<file path="config.mk">
export PLATFORM = sky130hd
export DESIGN_NAME = gen_param_loader
export DESIGN_NICKNAME = d
export VERILOG_FILES = /design/src/rtl/gen_param_loader_pkg.sv /design/src/rtl/param_segment.sv /design/src/rtl/gen_param_loader.sv
export SDC_FILE = /design/constraint.sdc
export NUM_CORES = 2
export LEC_CHECK = 0
export CAP_MARGIN = 20
export CORE_AREA = 3 3 577 579
export DETAILED_ROUTE_END_ITERATION = 6
export DIE_AREA = 0 0 580 582
export HOLD_SLACK_MARGIN = 0.1
export SKIP_LAST_GASP = 1
export SLEW_MARGIN = 20
export SYNTH_ARGS = -nofsm -noshare
export SYNTH_HDL_FRONTEND = slang
export SYNTH_SLANG_ARGS = --single-unit
</file>
<file path="constraint.sdc">
create_clock -name clk -period 4.18 [get_ports clk]
set_clock_uncertainty 0.15 [all_clocks]
set_input_delay 0.627 -clock clk [delete_from_list [all_inputs] [get_ports clk]]
set_output_delay 0.627 -clock clk [all_outputs]
set_load 0.02 [all_outputs]
</file>
<file path="src/rtl/gen_param_loader_pkg.sv">
// Shared constants, state encoding and sizing helpers for the parameter loader.
package gen_param_loader_pkg;

  localparam int DEF_WIDTH       = 32;
  localparam int DEF_N_INPUT     = 2;
  localparam int DEF_N_NEURON_L2 = 3;
  localparam int DEF_N_NEURON_L3 = 9;

  localparam int N_WL2   = DEF_N_INPUT * DEF_N_NEURON_L2;
  localparam int N_BL2   = DEF_N_NEURON_L2;
  localparam int N_WL3   = DEF_N_NEURON_L2 * DEF_N_NEURON_L3;
  localparam int N_BL3   = DEF_N_NEURON_L3;
  localparam int N_TOTAL = N_WL2 + N_BL2 + N_WL3 + N_BL3;

  function automatic int max4(input int a, input int b, input int c, input int d);
    int m;
    m = a;
    if (b > m) m = b;
    if (c > m) m = c;
    if (d > m) m = d;
    return m;
  endfunction

  // A single-entry segment still needs a one-bit index.
  function automatic int idx_width(input int depth);
    return (depth > 1) ? $clog2(depth) : 1;
  endfunction

  localparam int CNT_W = idx_width(max4(N_WL2, N_BL2, N_WL3, N_BL3));

  typedef enum logic [2:0] {
    IDLE   = 3'd0,
    LD_WL2 = 3'd1,
    LD_BL2 = 3'd2,
    LD_WL3 = 3'd3,
    LD_BL3 = 3'd4,
    COMMIT = 3'd5
  } state_t;

endpackage

</file>
<file path="src/rtl/param_segment.sv">
// One parameter segment: indexed shadow register file plus the active bank loaded on commit.
module param_segment
  import gen_param_loader_pkg::*;
#(
  parameter int WIDTH = 32,
  parameter int DEPTH = 6
) (
  input  logic                     clk,
  input  logic                     rst,
  input  logic                     we,
  input  logic [idx_width(DEPTH)-1:0] idx,
  input  logic [WIDTH-1:0]         data,
  input  logic                     commit,
  output logic [DEPTH*WIDTH-1:0]   active
);

  localparam int IW = idx_width(DEPTH);

  logic [WIDTH-1:0] shadow [DEPTH];

  always_ff @(posedge clk or negedge rst) begin
    if (!rst) begin
      for (int k = 0; k < DEPTH; k++) shadow[k] <= '0;
    end else begin
      for (int k = 0; k < DEPTH; k++) begin
        if (we && idx == IW'(k)) shadow[k] <= data;
      end
    end
  end

  // The active bank only ever changes as a whole, so consumers never see a mixed set.
  always_ff @(posedge clk or negedge rst) begin
    if (!rst) begin
      active <= '0;
    end else if (commit) begin
      for (int k = 0; k < DEPTH; k++) active[k*WIDTH +: WIDTH] <= shadow[k];
    end
  end

endmodule

</file>
<file path="src/rtl/gen_param_loader.sv">
// Deserialises a stream of parameter words into the 2-3-9 generator buses with atomic commit.
module gen_param_loader
  import gen_param_loader_pkg::*;
#(
  parameter int WIDTH       = DEF_WIDTH,
  parameter int N_INPUT     = DEF_N_INPUT,
  parameter int N_NEURON_L2 = DEF_N_NEURON_L2,
  parameter int N_NEURON_L3 = DEF_N_NEURON_L3
) (
  input  logic                                  clk,
  input  logic                                  rst,
  input  logic                                  start,
  input  logic                                  in_valid,
  output logic                                  in_ready,
  input  logic [WIDTH-1:0]                      in_data,
  output logic [N_INPUT*N_NEURON_L2*WIDTH-1:0]  w_L2,
  output logic [N_NEURON_L2*WIDTH-1:0]          b_L2,
  output logic [N_NEURON_L2*N_NEURON_L3*WIDTH-1:0] w_L3,
  output logic [N_NEURON_L3*WIDTH-1:0]          b_L3,
  output logic                                  params_valid,
  output logic                                  load_done,
  output logic                                  busy
);

  localparam int L_WL2 = N_INPUT * N_NEURON_L2;
  localparam int L_BL2 = N_NEURON_L2;
  localparam int L_WL3 = N_NEURON_L2 * N_NEURON_L3;
  localparam int L_BL3 = N_NEURON_L3;
  localparam int CW    = idx_width(max4(L_WL2, L_BL2, L_WL3, L_BL3));

  state_t          state, state_nx;
  logic [CW-1:0]   cnt;
  logic [CW-1:0]   seg_end;
  logic            accept;
  logic            seg_last;

  always_comb begin
    seg_end = '0;
    case (state)
      LD_WL2:  seg_end = CW'(L_WL2 - 1);
      LD_BL2:  seg_end = CW'(L_BL2 - 1);
      LD_WL3:  seg_end = CW'(L_WL3 - 1);
      LD_BL3:  seg_end = CW'(L_BL3 - 1);
      default: seg_end = '0;
    endcase
  end

  assign accept   = in_valid & in_ready;
  assign seg_last = (cnt == seg_end);

  always_ff @(posedge clk or negedge rst) begin
    if (!rst) state <= IDLE;
    else      state <= state_nx;
  end

  always_comb begin
    state_nx = state;
    case (state)
      IDLE:    if (start) state_nx = LD_WL2;
      LD_WL2:  if (accept && seg_last) state_nx = LD_BL2;
      LD_BL2:  if (accept && seg_last) state_nx = LD_WL3;
      LD_WL3:  if (accept && seg_last) state_nx = LD_BL3;
      LD_BL3:  if (accept && seg_last) state_nx = COMMIT;
      COMMIT:  state_nx = IDLE;
      default: state_nx = IDLE;
    endcase
  end

  always_comb begin
    in_ready  = 1'b0;
    load_done = 1'b0;
    busy      = (state != IDLE);
    case (state)
      LD_WL2, LD_BL2, LD_WL3, LD_BL3: in_ready = 1'b1;
      COMMIT:                         load_done = 1'b1;
      default: ;
    endcase
  end

  always_ff @(posedge clk or negedge rst) begin
    if (!rst) begin
      cnt <= '0;
    end else if (state == IDLE && start) begin
      cnt <= '0;
    end else if (accept) begin
      cnt <= seg_last ? '0 : cnt + 1'b1;
    end
  end

  always_ff @(posedge clk or negedge rst) begin
    if (!rst)           params_valid <= 1'b0;
    else if (load_done) params_valid <= 1'b1;
  end

  param_segment #(.WIDTH(WIDTH), .DEPTH(L_WL2)) u_seg_wl2 (
    .clk(clk), .rst(rst), .we(accept && state == LD_WL2),
    .idx(cnt[idx_width(L_WL2)-1:0]), .data(in_data), .commit(load_done), .active(w_L2)
  );

  param_segment #(.WIDTH(WIDTH), .DEPTH(L_BL2)) u_seg_bl2 (
    .clk(clk), .rst(rst), .we(accept && state == LD_BL2),
    .idx(cnt[idx_width(L_BL2)-1:0]), .data(in_data), .commit(load_done), .active(b_L2)
  );

  param_segment #(.WIDTH(WIDTH), .DEPTH(L_WL3)) u_seg_wl3 (
    .clk(clk), .rst(rst), .we(accept && state == LD_WL3),
    .idx(cnt[idx_width(L_WL3)-1:0]), .data(in_data), .commit(load_done), .active(w_L3)
  );

  param_segment #(.WIDTH(WIDTH), .DEPTH(L_BL3)) u_seg_bl3 (
    .clk(clk), .rst(rst), .we(accept && state == LD_BL3),
    .idx(cnt[idx_width(L_BL3)-1:0]), .data(in_data), .commit(load_done), .active(b_L3)
  );

endmodule
</file>
======== After elaboration in Yosys (flattened, before gate mapping) ========
Index checks and enable logic that the tools add are counted.
Widths: inputs -> output; s select.
word-level totals
  flip-flop bits (word level) ............. 2889
  input port bits ......................... 36
  output and inout port bits .............. 1444
  logic and storage cells ................. 178
operators by class
  add/sub/neg operators ................... 1
  equal/unequal tests ..................... 52
  mux-type cells .......................... 12
  bitwise operators ....................... 1
  reductions and logical operators ........ 60
operators by type and width
  operator             number
  $eq 5x5->1 const B   11
  $logic_and 1x1->1    51
  $eq 5x4->1 const B   8
  $eq 5x3->1 const B   4
  $pmux 5 s4           1
  $eq 4x3->1 const B   4
  $mux 3               5
  $mux 5               3
  $pmux 3 s5           1
  $eq 3x2->1 const B   4
  $eq 3x3->1 const B   4
  $eq 5x2->1 const B   2
  $ne 2x2->1 const B   5
  $eq 4x2->1 const B   2
  $eq 3x1->1 const B   2
  $logic_not 3->1      2
  $add 5x1->5 const B  1
  $eq 5x1->1 const B   1
  $eq 5x5->1           1
  $logic_not 5->1      1
  $reduce_and 5->1     1
  $eq 4x1->1 const B   1
  $eq 4x4->1 const B   1
  $logic_not 4->1      1
  8 further kinds      9

======== Longest topological paths before layout ========
  word-level depth ........................ 7
  depth in mapped cells ................... 8
  mapped depth without buffers ............ 5

======== Modules after synthesis ========
Synthesis repeated with hierarchy kept, for this count alone.
unflattened totals
  cells, all modules ...................... 6271
  area total of the unflattened synthesis .. 107541.9 um^2
modules (own cells, without submodules)
  module                     times used  cells each  area an instance (um^2)
  param_segment (u_seg_wl3)  1           3745        63965.1
  param_segment (u_seg_bl3)  1           1228        21449.3
  param_segment (u_seg_wl2)  1           817         14297.5
  param_segment (u_seg_bl2)  1           407         7174.4
  gen_param_loader           1           74          655.6

======== Least setup slack after synthesis ========
OpenSTA, ideal clock, no wires.
  path kind ............................... flip-flop to flip-flop
  start point ............................. register cnt[0]
  end point ............................... register u_seg_wl3.shadow[513] (netlist bit)
  setup time .............................. 0.125 ns
  data arrival time ....................... 1.866 ns
  setup slack ............................. 2.039 ns
  stages on the path, launching flop included .. 8
  path buffers ............................ 3
  period minus slack after synthesis ...... 2.141 ns
  cell sequence ........................... dfrtp_1 > inv_1 > ha_1 > clkbuf_1 > and3_1 > clkbuf_1 > buf_2 > mux2_2
on the way
  cells in the longest elaborated chain, start to end .. 2
RTL lines
  element                        RTL line                text
  start, declared                gen_param_loader.sv:32  logic [CW-1:0] cnt;
  start signal, assigned         gen_param_loader.sv:86  cnt <= seg_last ? '0 : cnt + 1'b1;
  $eq 5x4->1                     param_segment.sv:26     if (we && idx == IW'(k)) shadow[k] <= data;
  $logic_and 1x1->1              param_segment.sv:26
  end signal, assigned by index  param_segment.sv:26
  end, declared                  param_segment.sv:19     logic [WIDTH-1:0] shadow [DEPTH];
Every way passes these cells.
A chain may end at the register's enable or synchronous reset.

======== Final worst setup path ========
  start point ............................. register state[0]
  end point ............................... output port load_done
on the way
  cells in the longest elaborated chain, start to end .. 2
RTL lines
  element                 RTL line                text
  start, declared         gen_param_loader.sv:31  state_t state, state_nx;
  start signal, assigned  gen_param_loader.sv:53  else state <= state_nx;
  $eq 3x3->1              gen_param_loader.sv:73  case (state)
  $mux 1                  gen_param_loader.sv:73
  end, declared           gen_param_loader.sv:21  output logic load_done,
Every way passes these cells.

==> results.md <==
* NetSw at 21.3 mW
* Combinational Power Share at 0.155
* Clk root buf: clkbuf_16
* Remaining DRCs at 0
* Worst setup EP type: primary output
* Max frequency at 0.256 GHz
* #FFs+latches synth at 2889
* H-tree levels at 5
* Drt first-iter violations at 6404
* Die area at 338000 sq um
* DR pass1 iterations at 6
* IO Pins at 1480
* Cells after synthesis at 9410
* Routed wire per std cell at 25.9 um
* Syn_area_per_cell at 11.5 sq um
* Final #Nets at 10817
* Grt total ovfl at 0
* Core Region at 328000 sq um
* Initial Utilization at 0.330
* Main synth FF type: dfrtp_1
* Post-Layout Cell Count at 15404
* Final worst slack at 275 ps
* Clk pin slew, worst setup/hold paths at 60 ps
* Fin. max-slew vios at 0
* Die height at 582 um
* Initial antenna violation count at 49
* Place WS at 563 ps
* Slew headroom at 0.187
* Clock share of power at 0.388
* Fillers at 30273
* Global-route wire length before repair at 567000 um
* Number of flops mapped to enable cells by yosys at 0
* Clock Path Buffers at 4
* Async set-reset flop share out of synthesis at 1.00
* Aggregate routed wire length at 398000 um
* Final Hold Vio Count at 0
* Area added between synthesis and finish at 28.9%
* Die W at 580 um
* Critical path peak fanout at 16
* Slew @ Worst Pin at 1220 ps
* Syn_nets at 9452
* Final HPWL from detailed placement at 257000 um
* Register area share after synthesis at 0.668
* Ys Warns at 0
* R2R depth at 5
* Int Pwr at 54.6 mW
* CTS tree: yes
* RSZ-0062 raised after global routing: false
* Max-cap violations at 0
* Synth cell types at 48
* Switching portion of total power at 0.281
* Worst Setup Start Kind: register
* Power Dens Cells at 545 nW/um^2
* Worst-Skew Late Latency at 900 ps
* Setup Fix Bufs, Post-CTS at 0
* Outcome: completed
* DR vias at 75792
* VDD IR-drop max at 0.000401 V
* Leak pwr at 71.9 nW
* CTS Hold Bufs at 2
* TritonCTS Buffers at 315
* Hold Path Class: in -> async
* Layout cells sized above 1 at 0.178
* Gpl congestion at 0.826
* Period minus WS final at 3900 ps
* Routed Antenna Nets at 0
* Num rows at 210
* Pin count of the biggest net entering global routing at 204
* Port bufs at 1479
* CTS resizes at 0
* Setup TNS at 0 ps
* CTS Sinks at 2889
* Cells after DPL at 14802
* Period utilisation layout at 0.934
* Vias in the first global route at 77191
* Crit Path Class: reg -> out
* Worst Path Required at 3400 ps
* Synthesized cell area at 108000 sq um
* Sequential share of power at 0.458
* Vias per std cell at 4.92
* Fin util at 0.426
* CP arrival at 3130 ps
* Overall routing resource usage at 0.230
* Final setup viols at 0
==> critical path: stages (launching register included) <==
cell and delay [ps]:
dfrtp_1 650, nor2b_1 330, nand2_4 130, inv_8 330, clkdlybuf4s50_1 720
==> placed cells by master (no fill, tap or decap), types with 9 or more instances in the layout <==
master           count
clkinv_2            48
buf_4              165
clkbuf_8            73
diode_2             33
buf_12              68
nor2_4              11
nand3_2             13
clkinv_16           11
mux2_1             278
dfrtp_1           2889
clkdlybuf4s50_1   1446
clkbuf_16          316
nand2_1           4332
clkinvlp_4           9
mux2_2            1163
bufinv_16           32
clkbuf_1            56
==> cell type report <==
cell class | instances | area, sq um | share of cell area
Sequential cell | 2889 | 72300 | 0.519
Tap cell | 4346 | 5440 | 0.0390
Antenna cell | 33 | 82.6 | 0.000592
Clock inverter | 122 | 1910 | 0.0137
Timing Repair Buffer | 1683 | 17100 | 0.123
Clock buffer | 445 | 9120 | 0.0654
Inverter | 7 | 33.8 | 0.000242
Multi-Input combinational cell | 5879 | 33400 | 0.240
==> worst paths after layout <==
kind | from | to | slack, ps
worst max-delay path | state[0] | load_done | 280
max in group asynchronous | rst | u_seg_wl3.shadow[228] | 2020
worst min-delay path | rst | u_seg_wl3.shadow[811] | 190
worst max register to register | cnt[0] | u_seg_bl3.shadow[284] | 860
min in group clk | in_data[0] | u_seg_wl2.shadow[0] | 230
worst min register to register | u_seg_bl3.shadow[23] | u_seg_bl3.active[279] | 270
==> through the flow <==
| stage | instance area, sq um | power (mW) | hold slack (ps) |
|---|---|---|---|
| 2_1_floorplan | 108000 | 40.3 | 181 |
| 3_3_place_gp | 128000 | 46.5 | 291 |
| 3_5_place_dp | 128000 | 47.0 | 292 |
| 4_1_cts | 139000 | 76.6 | 157 |
| 5_1_grt | 139000 | 78.8 | 182 |
| 6_report | 139000 | 75.9 | 187 |
==> cell families after synthesis <==
logic type | share of synthesized area
AND/OR/NAND/NOR | 0.155
flip-flops | 0.668
multiplexers | 0.150
buffers and inverters | 0.0245
AO/OA/AOI/OAI | 0.00102
adder cells (fa/ha/maj) | 0.000694
XOR/XNOR | 0.000243
==> synthesized netlist by cell type (3+ instances only) <==
master	n	area share
nand2_1	4341	0.15
dfrtp_1	2889	0.67
mux2_2	1163	0.12
clkbuf_1	447	0.016
mux2_1	278	0.029
buf_2	114	0.0053
buf_1	48	0.0017
buf_4	25	0.0017
nor2_2	11	0.00064
and3_1	10	0.00058
nand3_1	10	0.00046
nand3_2	10	0.00093
ha_1	6	0.00069
inv_1	5	0.00017
nor2_1	5	0.00017
o21ai_0	5	0.00023
and2_1	3	0.00017
nand3b_1	3	0.00021
==> registers in the layout, indices dropped and copies added, names as in the netlist <==
signal,flops
cnt,5
params_valid,1
u_seg_wl2.active,192
u_seg_bl3.active,288
u_seg_bl2.shadow,96
state,3
u_seg_wl2.shadow,192
u_seg_wl3.active,864
u_seg_bl2.active,96
u_seg_wl3.shadow,864
u_seg_bl3.shadow,288
==> per-layer routing <==
| metal | up-vias | global-route usage | part of all wire |
|---|---|---|---|
| met5 | - | 0 | 0.000065 |
| met4 | 4 | 0.0921 | 0.041 |
| met3 | 597 | 0.0537 | 0.080 |
| met2 | 2979 | 0.364 | 0.46 |
| met1 | 39618 | 0.304 | 0.41 |
| li1 | 32594 | - | - |
==> power groups by stage <==
stage / combinational (mW) / sequential, mW / clock, mW
after floorplan: 4.58 / 35.7 / 0
after global placement: 11.5 / 35.0 / 0
after detailed placement: 11.8 / 35.2 / 0
after CTS: 11.9 / 34.7 / 30.0
after global routing: 12.6 / 35.1 / 31.1
final: 11.7 / 34.8 / 29.4
Power figures use the tool's default switching activity.
